[src/rtl/alu_serial_pkg.sv]
// Opcodes, FSM state type and carry-preset helper shared by the alu_serial files.
package alu_serial_pkg;

   typedef logic [2:0] op_t;

   localparam op_t OP_ADD   = 3'b000;
   localparam op_t OP_SUB   = 3'b001;
   localparam op_t OP_AND   = 3'b010;
   localparam op_t OP_OR    = 3'b011;
   localparam op_t OP_XOR   = 3'b100;
   localparam op_t OP_PASSA = 3'b101;
   localparam op_t OP_INC   = 3'b110;
   localparam op_t OP_DEC   = 3'b111;

   typedef enum logic [1:0] {
      IDLE = 2'd0,
      RUN  = 2'd1,
      DONE = 2'd2
   } state_t;

   // SUB (two's complement of B) and INC both need an initial carry of one.
   function automatic logic carry_preset(input op_t op);
      return (op == OP_SUB) || (op == OP_INC);
   endfunction

endpackage

[src/rtl/alu_serial_bit.sv]
// Combinational one-bit slice of the serial ALU: result bit and carry-out.
module alu_serial_bit
   import alu_serial_pkg::*;
(
   input  logic a_i,
   input  logic b_i,
   input  logic cin_i,
   input  op_t  op_i,
   output logic r_o,
   output logic cout_o
);

   logic b_eff;
   logic arith;

   always_comb begin
      b_eff  = b_i;
      arith  = 1'b1;
      r_o    = 1'b0;
      cout_o = 1'b0;
      case (op_i)
         OP_ADD:  b_eff = b_i;
         OP_SUB:  b_eff = ~b_i;
         OP_INC:  b_eff = 1'b0;
         OP_DEC:  b_eff = 1'b1;
         default: arith = 1'b0;
      endcase
      if (arith) begin
         r_o    = a_i ^ b_eff ^ cin_i;
         cout_o = (a_i & b_eff) | (cin_i & (a_i ^ b_eff));
      end else begin
         case (op_i)
            OP_AND:  r_o = a_i & b_i;
            OP_OR:   r_o = a_i | b_i;
            OP_XOR:  r_o = a_i ^ b_i;
            default: r_o = a_i;
         endcase
      end
   end

endmodule

[src/rtl/alu_serial.sv]
// Bit-serial ALU, LSB-first, start/busy/done handshake.
// Optional `ALU_SERIAL_FLAGS_EN adds flags = {zero, neg, ovf}.
module alu_serial
   import alu_serial_pkg::*;
#(
   parameter int unsigned WIDTH = 16,
   parameter int unsigned CNT_W = $clog2(WIDTH)
) (
   input  logic             clk,
   input  logic             rst_n,
   input  logic             on,
   input  logic [WIDTH-1:0] ina,
   input  logic [WIDTH-1:0] inb,
   input  logic [2:0]       op,
   output logic [WIDTH:0]   out,
   output logic [CNT_W-1:0] count,
   output logic             busy,
   output logic             done
`ifdef ALU_SERIAL_FLAGS_EN
   ,
   output logic [2:0]       flags
`endif
);

   localparam logic [CNT_W-1:0] LAST = CNT_W'(WIDTH - 1);

   state_t           state_q, state_d;
   logic [WIDTH-1:0] a_q, a_d;
   logic [WIDTH-1:0] b_q, b_d;
   logic [WIDTH-1:0] res_q, res_d;
   op_t              op_q, op_d;
   logic             carry_q, carry_d;
   logic [WIDTH:0]   out_q, out_d;
   logic [CNT_W-1:0] count_q, count_d;
   logic             done_q, done_d;
   logic             bit_r, bit_c;

   alu_serial_bit u_bit (
      .a_i    (a_q[0]),
      .b_i    (b_q[0]),
      .cin_i  (carry_q),
      .op_i   (op_q),
      .r_o    (bit_r),
      .cout_o (bit_c)
   );

   always_comb begin
      state_d = state_q;
      a_d     = a_q;
      b_d     = b_q;
      res_d   = res_q;
      op_d    = op_q;
      carry_d = carry_q;
      out_d   = out_q;
      count_d = count_q;
      done_d  = 1'b0;
      case (state_q)
         IDLE: begin
            if (on) begin
               a_d     = ina;
               b_d     = inb;
               op_d    = op;
               carry_d = carry_preset(op);
               res_d   = '0;
               out_d   = '0;
               count_d = '0;
               state_d = RUN;
            end
         end
         RUN: begin
            // Result enters at the MSB so after WIDTH shifts bit 0 sits at index 0.
            res_d   = {bit_r, res_q[WIDTH-1:1]};
            a_d     = {1'b0, a_q[WIDTH-1:1]};
            b_d     = {1'b0, b_q[WIDTH-1:1]};
            carry_d = bit_c;
            if (count_q == LAST) begin
               count_d = '0;
               state_d = DONE;
            end else begin
               count_d = count_q + CNT_W'(1);
            end
         end
         DONE: begin
            out_d   = {carry_q, res_q};
            done_d  = 1'b1;
            count_d = '0;
            state_d = IDLE;
         end
         default: state_d = IDLE;
      endcase
   end

   always_ff @(posedge clk) begin
      if (!rst_n) begin
         state_q <= IDLE;
         a_q     <= '0;
         b_q     <= '0;
         res_q   <= '0;
         op_q    <= OP_ADD;
         carry_q <= 1'b0;
         out_q   <= '0;
         count_q <= '0;
         done_q  <= 1'b0;
      end else begin
         state_q <= state_d;
         a_q     <= a_d;
         b_q     <= b_d;
         res_q   <= res_d;
         op_q    <= op_d;
         carry_q <= carry_d;
         out_q   <= out_d;
         count_q <= count_d;
         done_q  <= done_d;
      end
   end

   assign out   = out_q;
   assign count = count_q;
   assign busy  = (state_q == RUN);
   assign done  = done_q;

`ifdef ALU_SERIAL_FLAGS_EN
   logic       zero_q, zero_d;
   logic       ovf_q, ovf_d;
   logic [2:0] flags_q, flags_d;

   always_comb begin
      zero_d  = zero_q;
      ovf_d   = ovf_q;
      flags_d = flags_q;
      case (state_q)
         IDLE: begin
            if (on) begin
               zero_d  = 1'b1;
               ovf_d   = 1'b0;
               flags_d = '0;
            end
         end
         RUN: begin
            zero_d = zero_q & ~bit_r;
            // Signed overflow: carry into the MSB differs from carry out of it.
            if (count_q == LAST) ovf_d = carry_q ^ bit_c;
         end
         DONE:    flags_d = {zero_q, res_q[WIDTH-1], ovf_q};
         default: ;
      endcase
   end

   always_ff @(posedge clk) begin
      if (!rst_n) begin
         zero_q  <= 1'b0;
         ovf_q   <= 1'b0;
         flags_q <= '0;
      end else begin
         zero_q  <= zero_d;
         ovf_q   <= ovf_d;
         flags_q <= flags_d;
      end
   end

   assign flags = flags_q;
`endif

endmodule
[config.mk]
export PLATFORM = sky130hd
export DESIGN_NAME = alu_serial
export DESIGN_NICKNAME = d
export VERILOG_FILES = /design/src/rtl/alu_serial_pkg.sv /design/src/rtl/alu_serial_bit.sv /design/src/rtl/alu_serial.sv
export SDC_FILE = /design/constraint.sdc
export NUM_CORES = 1
export LEC_CHECK = 0
export ABC_AREA = 1
export CELL_PAD_IN_SITES_DETAIL_PLACEMENT = 0
export CELL_PAD_IN_SITES_GLOBAL_PLACEMENT = 1
export CORE_UTILIZATION = 38
export DETAILED_ROUTE_END_ITERATION = 8
export GPL_TIMING_DRIVEN = 0
export PLACE_DENSITY_LB_ADDON = 0.1
export REMOVE_ABC_BUFFERS = 1
export SYNTH_ARGS = -nofsm -noshare
export SYNTH_HDL_FRONTEND = slang
export SYNTH_SLANG_ARGS = --single-unit
export TNS_END_PERCENT = 100
[constraint.sdc]
create_clock -name clk -period 2.4 [get_ports clk]
set_clock_uncertainty 0.2 [all_clocks]
set_input_delay 0.36 -clock clk [delete_from_list [all_inputs] [get_ports clk]]
set_output_delay 0.36 -clock clk [all_outputs]
set_load 0.005 [all_outputs]
==> metrics.csv, run 1 <==
metric,value,unit
status,completed,
vias,2636,
max-slew-margin-rel,34.65,%
root_buffer,clkbuf_8,
critical_path_class,reg2out,
critical_path.endpoint,busy,
syn_inst,373,
fin_nets,465,
crit_family,buffers and inverters,
ys_seq_area_share,49.41,%
instances_no_fill,529,
setup-tns-final,0,ns
clock_sinks,76,
start_kind,register,
clockBufferDepth,2,
leakagePower,1.407,nW
syn_avg_cell_area,8.255,µm²
worst_ir_drop_vdd,0.2950,mV
antenna_cells,0,
dp_cells,511,
grt_pass1_vias,2453,
die_height,92.02,µm
htree_levels,3,
cts_tree,done,
critPathBufInv,2,
setup_ws,0.1508,ns
io_buffers,60,
grt_pass1_wl,11800,µm
coreArea,7767,µm²
cp_max_fo,10,
postRouteAntennaNets,0,
final_area,3892,µm²
drive_above_1_share,7.728,%
cp_cell_sequence,"inv_2, nor2_4, clkdlybuf4s50_1",
antenna_found_initial,0,
whs,0.2643,ns
slowest_stage,clkdlybuf4s50_1,
drv_slew,0,
startpoint,state_q[0],
clock_latency,0.36,ns
hold_path.class,reg2reg,
finalHoldViolations,0,
slowest_delay,0.57,ns
yosys_warnings,0,
post_drt_via_cell_ratio,4.983,
drc,0,
drv_cap,0,
ys.flop_type,dfxtp_1,
numCtsBuffers,9,
finalCritPeriodShare,93.72,%
die_w,92.02,µm
r2r_end,carry_q,
ios,61,
synth_top_area_share,49.41,%
placed_cell_area,3684,µm²
die-area,8467,µm²
drtIter0Drc,129,
synth_edf_count,0,
cp-end-kind,output pin,
rrSetupSlack,0.22,ns
wl,6948,µm
syn_to_final_growth,26.41,%
rsz0062_at_grt,false,
setup_viol_count_final,0,
ys_ff_latch,76,
holdPathStages,2,
critical_path_depth,3,
rows,32,
ys_types,29,
clkTransAtPathRegs,0.08,ns
gr-total-overflow,0,
gp_congestion,0.7440,
r2r_start,state_q[0],
required,1.84,ns
track_usage,17.77,%
grt_start_max_net_pins,77,
wl_per_cell,13.13,µm
dp_worst_setup_slack,-1.078,ns
worst_pin_slew,0.9792,ns
power.density,673.0,nW/µm²
synth_area_leaders,"dfxtp_1 49%, nand2_1 11%, o21ai_0 9.1%, a31oi_1 6.1%, nand3_1 3.7%",
synth_largest_area_cell,dfxtp_1,
fin_crit,2.249,ns
fillCellCount,778,
arrival,1.69,ns
fmax,444.6,MHz
reg2regPathDepth,7,
holdBufCountCts,0,
async_reset_ff_share,0,%
first_pass_iters,6,
dpl.hpwl,4140,µm
synth.cell_area,3079,µm²
start_util,39.64,%
==> cells in the mapped netlist, drive strengths merged (2+ instances only) <==
master  instances
a21oi          13
a31oi          30
buf            18
clkbuf          7
dfxtp          76
ha              4
inv            26
nand2          88
nand3          24
nand4           2
nor2            9
o21ai          56
o22ai           4
o32ai           9
xor2            2
==> placed cells by master (no fill, tap or decap), types with 2 or more instances in the layout <==
cell and n:
inv_1 21, nand4_1 2, clkdlybuf4s50_1 59, nand2_1 87, o21ai_0 56, nor2_2 2, o22ai_1 4, inv_2 3
a31oi_1 30, nand3_1 23, clkbuf_8 9, ha_1 4, o32ai_1 4, a21oi_1 13, xor2_1 2, clkinv_4 2
o32ai_2 5, dfxtp_1 76, inv_8 2, inv_6 2, nor2_1 8
==> kinds of logic after synthesis <==
| logic type | after synthesis | synth area share [%] |
|---|---|---|
| adders and majority gates | 5 | 2.276 |
| DFF | 76 | 49.41 |
| AOI/OAI and AO/OA | 116 | 22.88 |
| xor gates and xnor gates | 2 | 0.5690 |
| and+or+nand+nor | 123 | 16.86 |
| buffers and inverters | 51 | 8.005 |
==> worst reg2reg max path: cells and delay by family (launching register included) <==
family | cells | cell delay, ns
AND/OR/NAND/NOR | 2 | 0.72
buffers and inverters | 3 | 0.59
AO/OA/AOI/OAI | 2 | 0.22
flip-flops | 1 | 0.33
==> repair_timing <==
| item | in CTS | in global routing |
|---|---|---|
| gates resized for setup | 2 | 0 |
| endpoints found under the setup margin | 50 | 0 |
| buffers inserted | 0 | 0 |
==> flip-flops by register name, indices dropped and copies added (netlist names) <==
| register | count |
|---|---|
| state_q | 2 |
| done | 1 |
| count | 4 |
| res_q | 16 |
| op_q | 3 |
| a_q | 16 |
| out | 17 |
| b_q | 16 |
| carry_q | 1 |
==> area by class of cell <==
class | count | area [µm²] | area share [%]
repair buffers | 61 | 615.6 | 15.81
clock buffers | 9 | 123.9 | 3.182
clock inverters | 7 | 58.81 | 1.511
well taps | 102 | 127.6 | 3.279
multi-input cells | 248 | 1338 | 34.36
flip-flops and latches | 76 | 1521 | 39.09
inverters | 26 | 107.6 | 2.764
==> power by group <==
part           leakage, nW  total, mW  switching, mW  internal [mW]
Combinational        0.694      0.340          0.201          0.139
Clock               0.0921      0.911          0.520          0.391
Sequential           0.621       1.37         0.0388           1.33
==> through the flow <==
| stage | util, % | total power [mW] |
|---|---|---|
| after floorplan | - | 1.580 |
| after global placement | 47.23 | 1.725 |
| after detailed placement | 47.42 | 1.730 |
| after CTS | 50.11 | 2.655 |
| after global routing | 50.11 | 2.758 |
| final | 50.11 | 2.620 |
==> metal layers <==
layer  vias to the layer above  track usage (%)  part of all wire (%)
li1                       1388                -                     -
met1                      1181            24.33                    52
met2                        58            26.37                    41
met3                         9            3.648                   4.4
met4                         0            8.984                   2.0
met5                         -                0                     0
==> worst min path at each step <==
stage	slack (ns)	endpoint	startpoint
floorplan	0.23	out[0]	res_q[0]
global placement	0.24	out[0]	res_q[0]
detailed placement	0.24	out[0]	res_q[0]
CTS	0.26	out[0]	res_q[0]
global route	0.29	out[0]	res_q[0]
finish	0.26	out[0]	res_q[0]
No activity file was read; power rests on OpenSTA's default activity.
==> run 2: changes to the inputs <==
CAP_MARGIN = 20   (was not set)
CORE_ASPECT_RATIO = 0.8   (was not set)
CORE_UTILIZATION = 46   (was 38)
DONT_BUFFER_PORTS = 1   (was not set)
==> run 2 against run 1 <==
Compared with the run above:
- routed wire length barely moved
- clock power rose by 2.7%
- final cell count fell by 8.5%
- non-clock buffer count fell by 27
- die area fell by 17%
- maximum frequency rose by 5.4%
- highest routed layer unchanged
==> metrics.csv, run 2 (synthesized netlist as in run 1, its figures left out) <==
metric,value,unit,change
worst_ir_drop_vdd,0.3860,mV,was 0.2950 mV
placed_cell_area,3065,µm²,was 3684 µm²
drv_cap,0,,unchanged
arrival,2.20,ns,was 1.69 ns
clockBufferDepth,2,,unchanged
setup-tns-final,0,ns,unchanged
clkTransAtPathRegs,0.09,ns,was 0.08 ns
clock_sinks,76,,unchanged
fin_crit,2.135,ns,was 2.249 ns
fin_nets,438,,was 465
max-slew-margin-rel,37.11,%,was 34.65%
cts_post_setup_buffers_inserted,0,,unchanged
die_height,75.18,µm,was 92.02 µm
critical_path_class,reg2reg,,was reg2out
wl,6943,µm,was 6948 µm
drc,0,,unchanged
setup_viol_count_final,0,,unchanged
dpl.hpwl,3979,µm,was 4140 µm
postRouteAntennaNets,0,,unchanged
die-area,7027,µm²,was 8467 µm²
grt_pass1_vias,2303,,was 2453
drtIter0Drc,150,,was 129
cp-end-kind,register,,was output pin
final_area,3625,µm²,was 3892 µm²
rows,26,,was 32
finalCritPeriodShare,88.95,%,was 93.72%
wl_per_cell,14.35,µm,was 13.13 µm
cts_tree,done,,unchanged
power.density,724.4,nW/µm²,was 673.0 nW/µm²
start_kind,register,,unchanged
drv_slew,0,,unchanged
required,2.47,ns,was 1.84 ns
post_drt_via_cell_ratio,5.399,,was 4.983
syn_to_final_growth,17.72,%,was 26.41%
dp_worst_setup_slack,-0.4371,ns,was -1.078 ns
gr-total-overflow,0,,unchanged
rsz0062_at_grt,false,,unchanged
ios,61,,unchanged
largest_register_ffs,17,,unchanged
rrSetupSlack,0.27,ns,was 0.22 ns
track_usage,20.74,%,was 17.77%
gp_congestion,0.7718,,was 0.7440
htree_levels,3,,unchanged
power.total,2.626,mW,was 2.620 mW
numCtsBuffers,9,,unchanged
finalHoldViolations,0,,unchanged
die_w,93.48,µm,was 92.02 µm
io_buffers,0,,was 60
antenna_found_initial,0,,unchanged
start_util,47.80,%,was 39.64%
drive_above_1_share,8.250,%,was 7.728%
vias,2613,,was 2636
most-common-layout-cells,"87 x nand2_1, 76 x dfxtp_1, 56 x o21ai_0",,"was 87 x nand2_1, 76 x dfxtp_1, 59 x clkdlybuf4s50_1"
grt_pass1_wl,11100,µm,was 11800 µm
worst_pin_slew,0.9424,ns,was 0.9792 ns
status,completed,,unchanged
fmax,468.4,MHz,was 444.6 MHz
grt_start_max_net_pins,58,,was 77
coreArea,6441,µm²,was 7767 µm²
first_pass_iters,4,,was 6
hold_path.class,in2reg,,was reg2reg
root_buffer,clkbuf_8,,unchanged
mostFrequentLayoutCell,nand2_1,,unchanged
setup_ws,0.2652,ns,was 0.1508 ns
fin_util,56.27,%,was 50.11%
antenna_cells,0,,unchanged
cp_max_fo,54,,was 10
leakagePower,1.337,nW,was 1.407 nW
clock_latency,0.35,ns,was 0.36 ns
run 2: changes by cell type in the layout (fill, tap and decap cells not counted), sizes merged:
cell,previous run,this run
clkdlybuf4s50,59,0
dlygate4sd3,0,32
clkbuf,9,11
clkinv,3,1
run 2: path summary, 6_finish.rpt:
check	start	endpoint	cells past startpoint
worst max-delay path	state_q[1]	a_q[14]	6
worst min-delay path	rst_n	res_q[9]	2
worst max register to register	state_q[1]	a_q[14]	6
worst min register to register	b_q[15]	b_q[15]	2
run 2: per-stage QoR:
step                hold slack [ns]  instances
finish                      0.01951        484
global placement             0.2545        432
global route                0.01070        484
CTS                        0.004034        483
detailed placement           0.2561        433
floorplan                    0.2291        348
run 2: what timing repair did:
| item | in CTS | in global routing |
|---|---|---|
| endpoints found under the hold margin | 60 | 0 |
| gates resized for setup | 1 | 0 |
| setup endpoints to repair | 49 | 28 |
| hold buffers | 33 | 0 |
| pin swaps | 1 | 1 |
| gates cloned | 1 | 1 |
run 2: area by class of cell:
| type | instances | area [µm²] |
|---|---|---|
| fillers | 619 | 2816 |
| flip-flops and latches | 76 | 1521 |
| multi-input cells | 248 | 1329 |
| repair buffers | 34 | 367.9 |
| clock buffers | 11 | 151.4 |
| inverters | 26 | 107.6 |
| well taps | 84 | 105.1 |
| clock inverters | 5 | 42.54 |
run 2: layer usage:
layer / vias to the layer above / global-route usage (%) / share of wire, %
li1: 1334 / - / -
met3: 5 / 7.475 / 4.8
met2: 43 / 33.09 / 45
met5: - / 0 / 0
met1: 1231 / 27.05 / 50
met4: 0 / 5.128 / 0.72
run 2: worst max-delay path: stages, from the launching register on:
cell	delay (ns)
dfxtp_1	0.41
nor2_4	0.37
inv_4	0.24
nand2_4	0.32
buf_12	0.26
o21ai_0	0.10
a31oi_1	0.15
run 2: report_power, final:
group          leakage [nW]  total (mW)  internal (mW)  switching [mW]
Clock                0.0969       0.936          0.445           0.491
Combinational         0.619       0.320          0.123           0.197
Sequential            0.621        1.37           1.33          0.0403
Total                  1.34        2.63           1.90           0.728
==> run 3: changes to the inputs <==
HOLD_SLACK_MARGIN = 0.06   (was not set)
==> run 3 against run 2 <==
Compared with the run above:
- die area stayed put
- worst setup slack worse by 0.00078 ns
- first-iteration DRC count is 1.3% higher
- via count is 0.11% higher
- combinational power is 3% higher
- routed wire length is 0.37% higher
- clock power hardly changed
- critical endpoint unchanged
==> metrics.csv, run 3 (synthesized netlist as in run 1, its figures left out) <==
metric,value,unit,change
hold_path.class,in2reg,,unchanged
root_buffer,clkbuf_8,,unchanged
grt_pass1_wl,11080,µm,was 11100 µm
coreArea,6441,µm²,unchanged
postRouteAntennaNets,0,,unchanged
required,2.47,ns,about the same
finalCritPeriodShare,88.98,%,was 88.95%
fmax,468.3,MHz,was 468.4 MHz
drive_above_1_share,8.148,%,was 8.250%
worst_pin_slew,0.8905,ns,was 0.9424 ns
setup_viol_count_final,0,,unchanged
clkTransAtPathRegs,0.07,ns,was 0.09 ns
grt_pass1_vias,2314,,was 2303
power.total,2.637,mW,was 2.626 mW
cp-end-kind,register,,unchanged
wl_per_cell,14.25,µm,was 14.35 µm
io_buffers,0,,unchanged
clock_latency,0.35,ns,about the same
fin_crit,2.136,ns,was 2.135 ns
die_height,75.18,µm,unchanged
power.density,717.5,nW/µm²,was 724.4 nW/µm²
track_usage,20.70,%,was 20.74%
antenna_cells,0,,unchanged
syn_to_final_growth,19.34,%,was 17.72%
cts_tree,done,,unchanged
critical_path_class,reg2reg,,unchanged
mostFrequentLayoutCell,nand2_1,,unchanged
leakagePower,1.360,nW,was 1.337 nW
start_kind,register,,unchanged
drv_cap,0,,unchanged
largest_register_ffs,17,,unchanged
setup_ws,0.2644,ns,was 0.2652 ns
min_from,op[1],,was rst_n
rows,26,,unchanged
first_pass_iters,4,,unchanged
gp_congestion,0.7718,,unchanged
finalHoldViolations,0,,unchanged
drv_slew,0,,unchanged
worst_ir_drop_vdd,0.3867,mV,was 0.3860 mV
startpoint,state_q[1],,unchanged
numCtsBuffers,9,,unchanged
gr-total-overflow,0,,unchanged
post_drt_via_cell_ratio,5.350,,was 5.399
fin_util,57.05,%,was 56.27%
drtIter0Drc,152,,was 150
die_w,93.48,µm,unchanged
ios,61,,unchanged
rsz0062_at_grt,false,,unchanged
dp_worst_setup_slack,-0.4371,ns,unchanged
most-common-layout-cells,"87 x nand2_1, 76 x dfxtp_1, 56 x o21ai_0",,unchanged
fin_nets,443,,was 438
htree_levels,3,,unchanged
drc,0,,unchanged
r2r_start,state_q[1],,unchanged
cp_max_fo,54,,unchanged
clockBufferDepth,2,,unchanged
cts_post_setup_buffers_inserted,0,,unchanged
antenna_found_initial,0,,unchanged
status,completed,,unchanged
start_util,47.80,%,unchanged
vias,2616,,was 2613
dpl.hpwl,3979,µm,unchanged
grt_start_max_net_pins,62,,was 58
clock_sinks,76,,unchanged
die-area,7027,µm²,unchanged
max-slew-margin-rel,40.57,%,was 37.11%
wl,6969,µm,was 6943 µm
arrival,2.21,ns,was 2.20 ns
[run 3: changes by cell type in the layout (fill, tap and decap cells not counted)]
| cell | before | now |
|---|---|---|
| dlygate4sd3_1 | 32 | 37 |
[run 3: through the flow]
stage	instance area (µm²)	hold WS (ns)	TNS (ns)	instances
5_1_grt	3675	0.1010	0	489
2_1_floorplan	2940	0.2291	-0.5136	348
4_1_cts	3669	0.08063	0	488
6_report	3675	0.1009	0	489
3_5_place_dp	3065	0.2561	-14.55	433
3_3_place_gp	3045	0.2545	-37.63	432
[run 3: where the power goes]
group	internal, mW	total [mW]	switching [mW]	leakage, nW
Combinational	0.129	0.329	0.200	0.641
Sequential	1.33	1.37	0.0404	0.621
Clock	0.445	0.938	0.493	0.0969
[run 3: path summary, 6_finish.rpt]
check                           cells past startpoint      end  slack [ns]
worst max-delay path                                6  a_q[14]        0.26
worst min-delay path                                3  carry_q        0.10
worst max register to register                      6  a_q[14]        0.26
worst min register to register                      2  b_q[15]        0.27
[run 3: metal layers]
| layer | part of all wire, % | track usage [%] |
|---|---|---|
| met5 | 0 | 0 |
| met4 | 0.72 | 5.128 |
| met3 | 5.1 | 7.475 |
| met2 | 44 | 33.01 |
| met1 | 50 | 26.99 |
[run 3: final cells by class]
cell class | instances | area, µm²
repair buffers | 39 | 417.9
clock buffers | 11 | 151.4
multi-input cells | 248 | 1329
clock inverters | 5 | 42.54
well taps | 84 | 105.1
flip-flops and latches | 76 | 1521
fillers | 617 | 2766
inverters | 26 | 107.6
[run 3: timing repair]
item	4_1_cts	5_1_grt
gates cloned	1	1
endpoints found under the setup margin	49	28
hold buffers	38	0
hold endpoints to repair	74	0
pin swaps	1	1
resized for setup	1	0
[run 3: worst max-delay path, stage by stage (launching register included)]
cell	delay, ns
dfxtp_1	0.41
nor2_4	0.37
inv_4	0.24
nand2_4	0.32
buf_12	0.26
o21ai_0	0.10
a31oi_1	0.15
